--- src/rtl/if_stage.sv ---
`default_nettype none
// ============================================================================
// Module      : if_stage
// Description : MIPS instruction-fetch stage. It holds the PC, selects the next
//               PC, and loads the IF/ID register. It also keeps a saturating
//               count of taken branches.
// Revision    : 1.0 - initial release
// ============================================================================
module if_stage #(
    parameter int unsigned            WIDTH     = 32,
    parameter logic [WIDTH-1:0]       RESET_PC  = '0,
    parameter int unsigned            PC_STEP   = 4,
    parameter int unsigned            CNT_WIDTH = 16
) (
    input  logic                  clk,
    input  logic                  rst,
    input  logic                  pc_src,
    input  logic [WIDTH-1:0]      branch_target,
    input  logic                  stall,
    output logic [WIDTH-1:0]      imem_addr,
    input  logic [WIDTH-1:0]      imem_instr,
    output logic [WIDTH-1:0]      pc,
    output logic [WIDTH-1:0]      if_id_pc4,
    output logic [WIDTH-1:0]      if_id_instr,
    output logic                  if_id_valid,
    output logic [CNT_WIDTH-1:0]  taken_count
);

    typedef enum logic [0:0] {
        BOOT = 1'b0,
        RUN  = 1'b1
    } state_t;

    state_t                 r_state;
    logic [WIDTH-1:0]       r_pc;
    logic [WIDTH-1:0]       r_pc4;
    logic [WIDTH-1:0]       r_instr;
    logic                   r_valid;
    logic [CNT_WIDTH-1:0]   r_cnt;

    logic [WIDTH-1:0]       w_pc_plus;
    logic [WIDTH-1:0]       w_target;

    // The sequential increment wraps modulo 2^WIDTH. Branch targets are always word aligned.
    assign w_pc_plus = r_pc + WIDTH'(PC_STEP);
    assign w_target  = branch_target & ~WIDTH'(3);

    always_ff @(posedge clk) begin
        if (rst) begin
            r_state <= BOOT;
            r_pc    <= RESET_PC;
            r_pc4   <= '0;
            r_instr <= '0;
            r_valid <= 1'b0;
            r_cnt   <= '0;
        end else if (pc_src) begin
            r_state <= RUN;
            r_pc    <= w_target;
            r_pc4   <= '0;
            r_instr <= '0;
            r_valid <= 1'b0;
            if (~&r_cnt)
                r_cnt <= r_cnt + 1'b1;
        end else if (stall || r_state == BOOT) begin
            // The BOOT cycle behaves like a stall, because IF/ID is already cleared.
            r_state <= RUN;
        end else begin
            r_pc    <= w_pc_plus;
            r_pc4   <= w_pc_plus;
            r_instr <= imem_instr;
            r_valid <= 1'b1;
        end
    end

    assign imem_addr   = r_pc;
    assign pc          = r_pc;
    assign if_id_pc4   = r_pc4;
    assign if_id_instr = r_instr;
    assign if_id_valid = r_valid;
    assign taken_count = r_cnt;

endmodule
`default_nettype wire

--- config.mk ---
export PLATFORM = sky130hd
export DESIGN_NAME = if_stage
export DESIGN_NICKNAME = d
export VERILOG_FILES = /design/src/rtl/if_stage.sv
export SDC_FILE = /design/constraint.sdc
export NUM_CORES = 1
export LEC_CHECK = 0
export CORE_ASPECT_RATIO = 1.1
export CORE_UTILIZATION = 30
export CTS_CLUSTER_SIZE = 28
export DETAILED_ROUTE_END_ITERATION = 10
export HOLD_SLACK_MARGIN = 0.06
export PLACE_DENSITY = 0.67
export SLEW_MARGIN = 15
export SYNTH_ARGS = -nofsm -noshare
export SYNTH_HDL_FRONTEND = slang
export SYNTH_SLANG_ARGS = --single-unit
--- constraint.sdc ---
create_clock -name clk -period 5.4 [get_ports clk]
set_input_delay 1.08 -clock clk [delete_from_list [all_inputs] [get_ports clk]]
set_output_delay 1.08 -clock clk [all_outputs]
set_load 0.01 [all_outputs]
==> flow_results.org, run 1 <==
** Status
- Result of the run :: complete, no violations

** Detailed routing
- Using the TritonRoute via totals, the vias-per-cell ratio works out to 4.76.
- For this run, the detailed router's first-pass iteration total came to 4.
- DRC violations left :: 0
- The final route contains 4912 vias.
- Antenna-violating nets left :: 0
- Detailed Route Iter0 Violations :: 269
- Detailed-route wire length :: 16000 µm
- Dividing the detail-routed wire length by the instance count gives 15.5 µm.

** Worst setup path
- CP max-delay cell :: sky130_fd_sc_hd__nand2_2
- The signal on the critical path passes through clkdlybuf4s50_1 -> clkinv_1 -> nand2_2 -> o22ai_1.
- WP data arrival :: 3310 ps
- The largest single stage delay on the critical path is 830 ps.
- Number of cells on the worst reg-to-reg path :: 5
- The worst register-to-register path has a setup slack of 2610 ps.
- Of all nets on the critical path, the largest fanout is 46.
- Crit path capture type :: register
- In this run the critical register-to-register path is captured at imem_addr[31].
- Cell class contributing the biggest share of worst-path delay :: buffers and inverters
- The worst register-to-register path begins at imem_addr[5].
- The worst setup path is of the primary input to register kind.
- STA classifies the critical path startpoint as a primary input.
- Together, buffers and inverters on the worst path number 2.
- Data on the critical path is required at its endpoint by 5600 ps.

** Place
- Prior to clock tree synthesis, the placed netlist has a worst setup slack of 1880 ps.
- Placed instance area :: 7190 µm²
- The congestion estimate from routability-driven global placement came to 0.853.
- Summed over all nets, the half-perimeter wirelength after detailed placement is 11500 µm.
- In this run the tool buffered the top-level ports with 204 buffer cells.

** Cells and area
- In the final layout, the multi-input gates occupy 2580 µm².
- In the final layout, the share of cells above drive strength 1 is 3.77%.
- In the final layout, flip-flops and latches occupy 2200 µm².
- Number of fill cells :: 1747
- Once layout is complete, the utilization of the core stands at 43.9%.
- Fin area :: 7480 µm²
- Final #Nets :: 861
- The area growth from synthesis to layout is 43.4%.

** Logic synthesis
- Combinational family with the most area after synthesis :: simple AND/OR/NAND/NOR gates
- In this run the cell area of the synthesized design comes to 5210 µm².
- The synthesized netlist devotes 14.2% of its cell area to compound gates.
- In this run, distinct cell masters in the synthesized netlist total 42.
- Synthesis handed over a netlist of 644 instances.
- Of the total synthesized cell area, the portion taken by XOR and XNOR cells is 10.9%.
- Area share of the largest cell type after synthesis :: 42.2%
- Cell type with the largest total area after synthesis :: sky130_fd_sc_hd__dfxtp_1
- Cell types occupying the most area after synthesis :: sky130_fd_sc_hd__dfxtp_1, sky130_fd_sc_hd__nand2_1, sky130_fd_sc_hd__xor2_1
- After synthesis, the share of cell area in mux cells is 0.768%.
- Mean Syn Cell Area :: 8.10 µm²
- After synthesis the netlist holds a flip-flop and latch count of 110.
- Sequential element share of the synthesized area :: 42.2%
- Summing the areas of all fa, ha and maj instances in the mapped netlist gives 0.480% of the synthesized area.
- Simple-gate area share of the yosys netlist :: 22.5%
- Warnings, synthesis :: 0

** Clock network
- After clock tree synthesis, the clock-pin slew on the worst setup and hold paths is 80 ps.
- Number of sinks handled by clock tree synthesis :: 110
- Clock tree from TritonCTS :: done
- The root buffer cell chosen for the clock tree is sky130_fd_sc_hd__clkbuf_16.
- In this run the post-CTS setup repair buffer count came out at 0.
- After clock tree synthesis, the flow added hold-fix buffers numbering 0.
- The clock reaches the later pin of the worst-skew pair after 360 ps.
- Maximum buffer depth of the clock tree :: 2
- Gates resized during post-CTS repair numbered 0.
- The number of clock buffers added by TritonCTS is 9.
- The clock tree synthesis step divided the H-tree into 3 levels.

** Floorplan
- 213 I/O pins were placed.
- The die covers 17900 µm².
- Standard-cell row count :: 50
- Die Span X :: 128 µm
- Once the floorplan was initialized, standard cells occupied 30.6% of the core.
- From bottom edge to top edge, the die measures 140 µm.
- The core region is 17000 µm².

** STA
- Hold WS :: 454 ps
- Dividing the final minimum period by the clock period gives 57.5%.
- Slew at the pin with the worst max-slew slack :: 1020 ps
- Setup violations remaining at the end of the flow were counted as 0.
- After layout, the minimum clock period comes to 3110 ps.
- The final-report hold violation count was 0.
- RSZ-0062 raised after global routing :: false
- Setup total negative slack on the finished layout was measured at 0 ps.
- For this run, the top clock speed supported by timing is 322 MHz.
- The worst pin sits at a relative slew slack of 31.6%.
- Final slew viol count :: 0
- In the post-route analysis, the smallest setup slack over all paths is 2290 ps.
- Final Skew :: 7.09 ps

** Pwr
- Power spread over the standard cell area amounts to 242 nW/µm².
- In this run the static leakage power is 2.50 nW.
- Across the VDD grid, the largest voltage drop is 0.154 mV.

** GRT
- The number of global-route vias before repair is 4522.
- Global routing used 18.0% of the available tracks.
- Largest net degree at the start of global routing :: 56
- The total overflow left after global routing is 0.
- Antenna violations before repair :: 1
- The first global-routing pass estimated 24800 µm of wire.

** Hold path
- Hold Path Depth :: 2
- The startpoint identified for the worst hold timing path is if_id_instr[23].
- Hold WC Path Type :: register to register
- End of the worst hold path :: if_id_instr[23]

** Job
- Number of max-cap violations :: 0
worst reg2reg max path, stage by stage (launching register included):
cell and delay (ps):
sky130_fd_sc_hd__dfxtp_1 590, sky130_fd_sc_hd__nand3_1 430, sky130_fd_sc_hd__nor3_1 950, sky130_fd_sc_hd__nand4_1 270, sky130_fd_sc_hd__xor2_1 220, sky130_fd_sc_hd__o32ai_1 230
metal layers:
| metal | part of all wire [%] | track usage, % |
|---|---|---|
| met2 | 47 | 29.4 |
| met4 | 2.1 | 7.06 |
| met1 | 44 | 22.8 |
| met3 | 6.4 | 4.05 |
| met5 | 0 | 0 |
report_power, final:
group | total [mW] | switching [mW] | internal (mW)
Sequential | 0.884 | 0.0442 | 0.840
Clock | 0.660 | 0.336 | 0.325
Combinational | 0.264 | 0.116 | 0.148
Total | 1.81 | 0.496 | 1.31
synthesized netlist by cell type, drive strengths merged:
master	n
and3	10
nand2b	1
and2	2
nor2	54
a31oi	1
o21ai	31
o32ai	1
clkinv	2
nor3	10
nand2	97
xor2	40
nand4bb	1
or3	4
ha	2
o22ai	3
o21a	4
mux2i	4
xnor2	25
nand3	27
and4	4
or4	4
or2	2
a211oi	19
buf	46
nor2b	1
conb	1
o2111ai	2
nand4	19
inv	2
a311oi	3
o211ai	2
a21oi	64
nor4	10
clkbuf	34
nand3b	2
dfxtp	110
through the flow:
stage                     total power [mW]  std cells
final                                 1.81       1031
after global routing                  1.89       1030
after CTS                             1.83       1030
after detailed placement              1.17       1014
after global placement                1.17       1014
after floorplan                       1.03        649
cell families (layout without fill, tap and decap cells):
| group | count (synthesis) | in the layout |
|---|---|---|
| buf+inv | 84 | 231 |
| mux | 4 | 4 |
| fa+ha+maj | 2 | 2 |
| compound gates | 130 | 130 |
| other cells | 1 | 7 |
| flops | 110 | 110 |
| simple gates | 248 | 248 |
| xor+xnor | 65 | 65 |
cells in the final DEF (no fill, tap or decap), types with 4 or more instances in the layout:
cell and n:
sky130_fd_sc_hd__nand4_1 18, sky130_fd_sc_hd__xor2_1 40, sky130_fd_sc_hd__clkbuf_16 9, sky130_fd_sc_hd__a21oi_1 64
sky130_fd_sc_hd__nor3_1 10, sky130_fd_sc_hd__clkdlybuf4s50_1 204, sky130_fd_sc_hd__nor2_1 54, sky130_fd_sc_hd__nor4_1 9
sky130_fd_sc_hd__o21ai_0 31, sky130_fd_sc_hd__nand2_1 96, sky130_fd_sc_hd__or3_1 4, sky130_fd_sc_hd__and3_1 10
sky130_fd_sc_hd__conb_1 6, sky130_fd_sc_hd__and4_1 4, sky130_fd_sc_hd__o21a_1 4, sky130_fd_sc_hd__mux2i_1 4
sky130_fd_sc_hd__a211oi_1 19, sky130_fd_sc_hd__dfxtp_1 110, sky130_fd_sc_hd__xnor2_1 25, sky130_fd_sc_hd__nand3_1 27
sky130_fd_sc_hd__buf_4 7
worst max path at each step:
stage | startpoint | to | slack (ps) | cells after the start
final | rst | imem_addr[29] | 2290 | 4
after global routing | pc_src | imem_addr[29] | 2120 | 4
after CTS | rst | imem_addr[29] | 2270 | 4
after detailed placement | rst | imem_addr[29] | 1880 | 4
after global placement | pc_src | imem_addr[29] | 1920 | 4
after floorplan | stall | imem_addr[16] | 2890 | 4
registers in the layout, indices dropped and copies added, names as in the netlist:
signal / cells
r_state: 1
if_id_valid: 1
taken_count: 16
if_id_instr: 32
if_id_pc4: 30
imem_addr: 30
area by class of cell:
type	instances	area share, %
multi-input cells	455	34.5
flip-flops and latches	110	29.4
repair buffers	211	28.0
well taps	234	3.92
clock buffers	9	3.01
clock inverters	7	0.853
inverters	4	0.201
diodes	1	0.0335
Note: power is estimated with default switching activity, not from simulation.
==> inputs of run 2 (changes only) <==
PLACE_DENSITY = 0.7   (was 0.67)
clock period = 2.68 ns   (was 5.4 ns; I/O delays follow)
==> flow_results.org, run 2 (synthesized netlist as in run 1, its figures left out) <==
** Status
- Result of the run :: complete, no violations

** Floorplan
- The floorplan step set the die width to 128 µm.
- The die covers 17900 µm².
- 213 I/O pins were placed.
- Initial cell density of the core :: 30.6%
- Height of the die :: 140 µm
- Standard-cell row count :: 50
- After floorplanning, the core was sized to cover 17000 µm².

** Pwr
- In this run switching power makes up 25.5% of total power.
- Power density over cell area :: 486 nW/µm²
- The analysis attributes to cell leakage a power of 2.58 nW.
- Per report_power, the clock group accounts for 37.1% of the total.
- The share of total power dissipated in combinational logic is 15.3%.
- IR analysis of the VDD net gives a maximum drop of 0.304 mV.
- Sequential Power Share :: 47.6%
- After layout, the design draws a total of 3.71 mW.
- Net switching power :: 0.946 mW
- Power Internal :: 2.76 mW

** Detailed routing
- Dividing the detail-routed via count by the number of cells gives 4.79.
- Detailed Route Iter0 Violations :: 256
- The detailed router placed 4997 vias in this run.
- DRC violations left :: 0
- Wire length per cell after detailed routing :: 15.2 µm
- Detailed-route wire length :: 15900 µm
- Once detail routing completed, the nets flagged for antenna violations numbered 0.
- Before antenna repair, the detailed router went through 6 iterations.

** Clock network
- H-tree level count :: 3
- Clock tree from TritonCTS :: done
- Clock latency on the worst-skew pair, taken at its later pin, is 350 ps.
- The clock passes through at most 2 buffers.
- Hold repair after CTS inserted 0 buffers.
- The clock net in this run drives a total of 110 sinks.
- Once the clock tree was built, the resizer swapped 0 gates to a different size.
- The number of setup buffers added after CTS is 0.
- Clock root buffer :: sky130_fd_sc_hd__clkbuf_16
- Clock tree synthesis inserted a total of 9 buffers.
- Clk pin slew, worst setup/hold paths :: 70 ps

** STA
- Final Skew :: 9.06 ps
- For the finished layout, the period the worst path requires is 2320 ps.
- At the pin with the least slew margin, the transition time is 813 ps.
- Max Freq :: 431 MHz
- Slew Limit Headroom :: 45.7%
- The worst path uses 86.6% of the clock period.
- Final-report setup violation count :: 0
- Setup repair after global routing left no endpoint under its margin.
- Final hold vios :: 0
- Final slew viol count :: 0

** Place
- The count of buffers added on input and output ports is 204.
- Post-detailed-placement half-perimeter wirelength :: 11400 µm
- Placed instance area :: 7320 µm²
- At the end of routability-driven placement, the weighted congestion stood at 0.865.

** Hold path
- The path class of the tightest hold or removal check is register to register.
- Start point of the worst min-delay path :: if_id_instr[30]
- For hold timing, the worst endpoint is if_id_instr[30].
- Counting instances, the worst hold path has a depth of 2.

** GRT
- Global routing consumed, over all layers together, 18.1% of the routing resources.
- Largest net degree at the start of global routing :: 71
- Wire length of the first global-routing pass :: 25000 µm
- Global routing finished with a remaining overflow of 0.
- Antenna violations before repair :: 1
- The number of global-route vias before repair was 4661.

** Worst setup path
- The critical path is of the register to register type.
- STA puts the critical path data arrival time at 2590 ps.
- The endpoint identified for the worst register-to-register timing path is imem_addr[16].
- The worst register-to-register path has a setup slack of 360 ps.
- Startpoint of the worst register-to-register path :: imem_addr[3]
- The worst setup path is launched from a register.
- In this run the worst path has a maximum fanout of 9.
- The worst register-to-register path has a depth of 5.
- Crit path capture type :: register
- Data on the critical path is required at its endpoint by 2940 ps.

** Cells and area
- Number of antenna cells inserted :: 0
- In the layout the commonest cells are sky130_fd_sc_hd__clkdlybuf4s50_1, sky130_fd_sc_hd__dfxtp_1, sky130_fd_sc_hd__nand2_1, sky130_fd_sc_hd__a21oi_1, sky130_fd_sc_hd__nor2_1.
- Layout cells sized above 1 :: 5.43%
- Fin area :: 7620 µm²
- The register with the most flip-flops in the layout has 32 of them.
- From synthesis to final layout, the design area changed by 46.1%.
- Final #Nets :: 875
- Most common cell after layout, fill and taps aside :: sky130_fd_sc_hd__clkdlybuf4s50_1

** Job
- The tool flagged a number of max-cap violations equal to 0.
[run 2: cell count changes in the layout (fill, tap and decap cells not counted), moves of 2 or more]
cell,previous run,this run
sky130_fd_sc_hd__buf_12,0,2
sky130_fd_sc_hd__buf_4,7,19
sky130_fd_sc_hd__inv_6,3,1
sky130_fd_sc_hd__clkinv_4,3,0
sky130_fd_sc_hd__clkinv_2,0,2
[run 2: worst max-delay path, cell delays in order, from the launching register on]
cell                       delay, ps
sky130_fd_sc_hd__dfxtp_1         440
sky130_fd_sc_hd__ha_1            320
sky130_fd_sc_hd__nand2_1         290
sky130_fd_sc_hd__or4_1           590
sky130_fd_sc_hd__or3_1           340
sky130_fd_sc_hd__a311oi_1        250
[run 2: how the worst max path moves through the flow]
| stage | start | endpoint | slack [ps] | depth (start not counted) |
|---|---|---|---|---|
| after floorplan | imem_addr[10] | if_id_pc4[29] | 490 | 7 |
| after global placement | pc_src | if_id_pc4[17] | -20 | 4 |
| after detailed placement | stall | imem_addr[16] | 180 | 5 |
| after CTS | imem_addr[3] | imem_addr[16] | 360 | 5 |
| after global routing | imem_addr[3] | imem_addr[16] | 240 | 5 |
| final | imem_addr[3] | imem_addr[16] | 360 | 5 |
[run 2: power by group through the flow]
stage | Sequential (mW) | Clock, mW | Combinational, mW
CTS | 1.76 | 1.42 | 0.573
floorplan | 1.81 | 0 | 0.255
global placement | 1.80 | 0 | 0.565
detailed placement | 1.80 | 0 | 0.570
global route | 1.78 | 1.48 | 0.613
finish | 1.76 | 1.37 | 0.568
[run 2: per-layer routing]
layer  global-route usage (%)  vias to the layer above  share of wire (%)
met5                        0                        -              0.082
met4                     7.24                        2                1.8
met3                     4.20                       19                6.7
met2                     29.2                      148                 46
met1                     23.2                     2327                 45
li1                         -                     2501                  -
[run 2: cell type report]
type	instances	area, µm²
Fill cell	1702	9400
Multi-Input combinational cell	455	2580
Clock buffer	11	243
Timing Repair Buffer	225	2220
Inverter	4	15.0
Clock inverter	5	56.3
Tap cell	234	293
Sequential cell	110	2200
[run 2: through the flow]
| step | util [%] | instances | hold slack [ps] | worst slack [ps] | setup TNS, ps |
|---|---|---|---|---|---|
| after CTS | 44.8 | 1044 | 457 | 359 | 0 |
| final | 44.8 | 1044 | 454 | 359 | 0 |
| after global routing | 44.8 | 1044 | 471 | 239 | 0 |
| after global placement | 43.0 | 1028 | 441 | -17.4 | -128 |
| after floorplan | - | 649 | 481 | 489 | 0 |
| after detailed placement | 43.0 | 1028 | 446 | 176 | 0 |
==> inputs of run 3 (changes only) <==
PLACE_DENSITY = not set   (was 0.7)
PLACE_DENSITY_LB_ADDON = 0.2   (was not set)
==> flow_results.org, run 3 (synthesized netlist as in run 1, its figures left out) <==
** Worst setup path
- End of the worst register-to-register path :: imem_addr[16]
- Worst path max stage delay :: 650 ps
- Cell class contributing the biggest share of worst-path delay :: simple AND/OR/NAND/NOR gates
- STA classifies the critical path startpoint as a primary input.
- For flop-to-flop paths, the worst setup slack is 530 ps.
- CP max-delay cell :: sky130_fd_sc_hd__or4_1
- Data required time at the worst endpoint :: 2950 ps
- The critical path crosses 5 cells after its start point.
- Setup Crit Path Kind :: primary input to register
- Number of cells on the worst reg-to-reg path :: 4
- Traced cell by cell, the critical path runs through clkdlybuf4s50_1 -> nand2b_1 -> or4_1 -> or3_1 -> a311oi_1.
- Crit path capture type :: register
- Startpoint of the worst register-to-register path :: imem_addr[7]
- Count of buffer and inverter cells on the critical path :: 1
- Of all nets on the critical path, the largest fanout is 5.
- For the worst setup path, the data arrival time is 2460 ps.

** Place
- Post-placement cell count :: 1036
- Routability-driven placement finished with a final weighted congestion of 0.828.
- The HPWL after detailed placement is 12300 µm.
- Count of port buffers added during placement :: 204

** Clock network
- The H-tree was split into 3 levels.
- Worst-skew pair later-pin latency :: 350 ps
- The number of clock buffers added by TritonCTS is 9.
- Number of sinks handled by clock tree synthesis :: 110
- Quantity of hold-fixing buffers added after cts :: 0
- Post-CTS Resized :: 0
- TritonCTS built the clock tree.
- Clock-pin slew was measured on the worst setup and hold paths at 70 ps.
- In this run the post-CTS setup repair buffer count came out at 0.
- No sink is reached through more buffers than the 2 on the longest clock path.
- Clock root buffer :: sky130_fd_sc_hd__clkbuf_16

** GRT
- The number of global-route vias before repair came to 4959.
- Antenna violations before repair :: 0
- Total global-route track usage :: 18.4%
- The first global-routing pass estimated 26000 µm of wire.
- Largest net degree at the start of global routing :: 100
- Sum of overflow across all layers after global routing :: 0

** Detailed routing
- For this run, the detailed router's first-pass iteration total came to 6.
- Wire length per cell after detailed routing :: 15.7 µm
- Detailed-route wire length :: 16500 µm
- In this run the remaining antenna-violating nets after routing total 0.
- The final route contains 5028 vias.
- After the first detailed-routing iteration, the DRC count stood at 243.
- After detailed routing, the number of vias per cell comes to 4.78.
- DRC violations left :: 0

** Cells and area
- The post-route netlist has 6.48% of its cells at a drive strength greater than 1.
- The top cell types in the final layout, fill and taps aside, are sky130_fd_sc_hd__clkdlybuf4s50_1, sky130_fd_sc_hd__dfxtp_1, sky130_fd_sc_hd__nand2_1, sky130_fd_sc_hd__a21oi_1, sky130_fd_sc_hd__nor2_1.
- Number of antenna cells inserted :: 0
- Leaving out fill and tap cells, the most frequent cell in the layout is sky130_fd_sc_hd__clkdlybuf4s50_1.
- Flip-flop count of the largest register, all copies and words added :: 32
- Number of fill cells :: 1714
- Number of non-filler instances in the completed layout :: 1052
- For this run, the share of the core covered by cells in the final layout is 45.1%.
- For this run, the post-layout net count is 883.
- Area overhead of the layout relative to synthesis :: 47.3%

** Hold path
- Hold WC Path Type :: register to register
- The startpoint identified for the worst hold timing path is if_id_instr[25].
- Hold Path Depth :: 2
- The worst hold path terminates at if_id_instr[25].

** Floorplan
- Num ports :: 213
- Measured along the y axis, the die boundary spans 140 µm.
- Once the floorplan was initialized, standard cells occupied 30.6% of the core.
- Die Span X :: 128 µm
- Core region area :: 17000 µm²
- Die area :: 17900 µm²
- The initialized floorplan defines 50 standard-cell rows.

** Status
- Result of the run :: complete, no violations

** STA
- Min Tclk post-route :: 2200 ps
- Setup violations remaining at the end of the flow were counted as 0.
- At the pin with the least slew margin, the transition time is 770 ps.
- Final Skew :: 6.29 ps
- Derived from the worst setup path, the maximum achievable clock frequency is 455 MHz.
- Setup repair after global routing left no endpoint under its margin.
- Post-Route Setup TNS :: 0 ps
- Slew Limit Headroom :: 48.6%
- Post-route clock period utilization :: 82.0%
- Final slew viol count :: 0
- The final-report hold violation count was 0.

** Pwr
- In this run the power density over the cells is 485 nW/µm².
- Worst IR Drop VDD :: 0.369 mV
- For this design the static power due to leakage is 2.62 nW.

** Job
- Max-cap violations in this run came to 0.
[run 3: changes by cell type in the layout (fill, tap and decap cells not counted)]
cell                       before  now
sky130_fd_sc_hd__buf_4         19   27
sky130_fd_sc_hd__clkinv_4       0    1
sky130_fd_sc_hd__clkbuf_1       1    0
sky130_fd_sc_hd__inv_6          1    3
sky130_fd_sc_hd__clkinv_2       2    1
sky130_fd_sc_hd__clkbuf_8       1    0
[run 3: final cells by class]
| cell class | count | area (µm²) | share of cell area (%) |
|---|---|---|---|
| clock buffers | 9 | 225 | 2.93 |
| clock inverters | 7 | 77.6 | 1.01 |
| inverters | 4 | 15.0 | 0.195 |
| multi-input cells | 455 | 2580 | 33.6 |
| flip-flops and latches | 110 | 2200 | 28.7 |
| well taps | 234 | 293 | 3.81 |
| repair buffers | 233 | 2280 | 29.7 |
[run 3: power breakdown]
group	internal [mW]	switching [mW]	leakage [nW]	total, mW
Sequential	1.69	0.0622	0.898	1.75
Combinational	0.325	0.268	1.58	0.593
Clock	0.736	0.642	0.147	1.38
[run 3: worst max-delay path by stage]
stage / startpoint / to / slack [ps]
floorplan: imem_addr[10] / if_id_pc4[29] / 490
global placement: stall / imem_addr[16] / 150
detailed placement: stall / imem_addr[16] / 130
CTS: stall / imem_addr[16] / 500
global route: taken_count[0] / taken_count[1] / 370
finish: stall / imem_addr[16] / 480
[run 3: tightest hold or removal path, delay by kind of cell, from the launching register on]
family | cells | cell delay, ps
flip-flops | 1 | 310
AO/OA/AOI/OAI | 1 | 50
AND/OR/NAND/NOR | 1 | 50
[run 3: routing by layer]
metal  track usage (%)  share of wire [%]  vias to the layer above
met1              22.9                 44                     2322
met2              30.7                 47                      172
met5                 0                  0                        -
met4              5.94                1.4                        0
met3              5.16                7.5                       17
li1                  -                  -                     2517
[run 3: per-stage QoR]
step	total power [mW]	hold WS, ps	setup slack [ps]	cell area, µm²
after detailed placement	2.39	447	129	7380
after CTS	3.77	457	498	7680
after global routing	3.88	485	370	7680
final	3.73	455	482	7680
after global placement	2.38	443	147	7380
after floorplan	2.07	481	489	5230
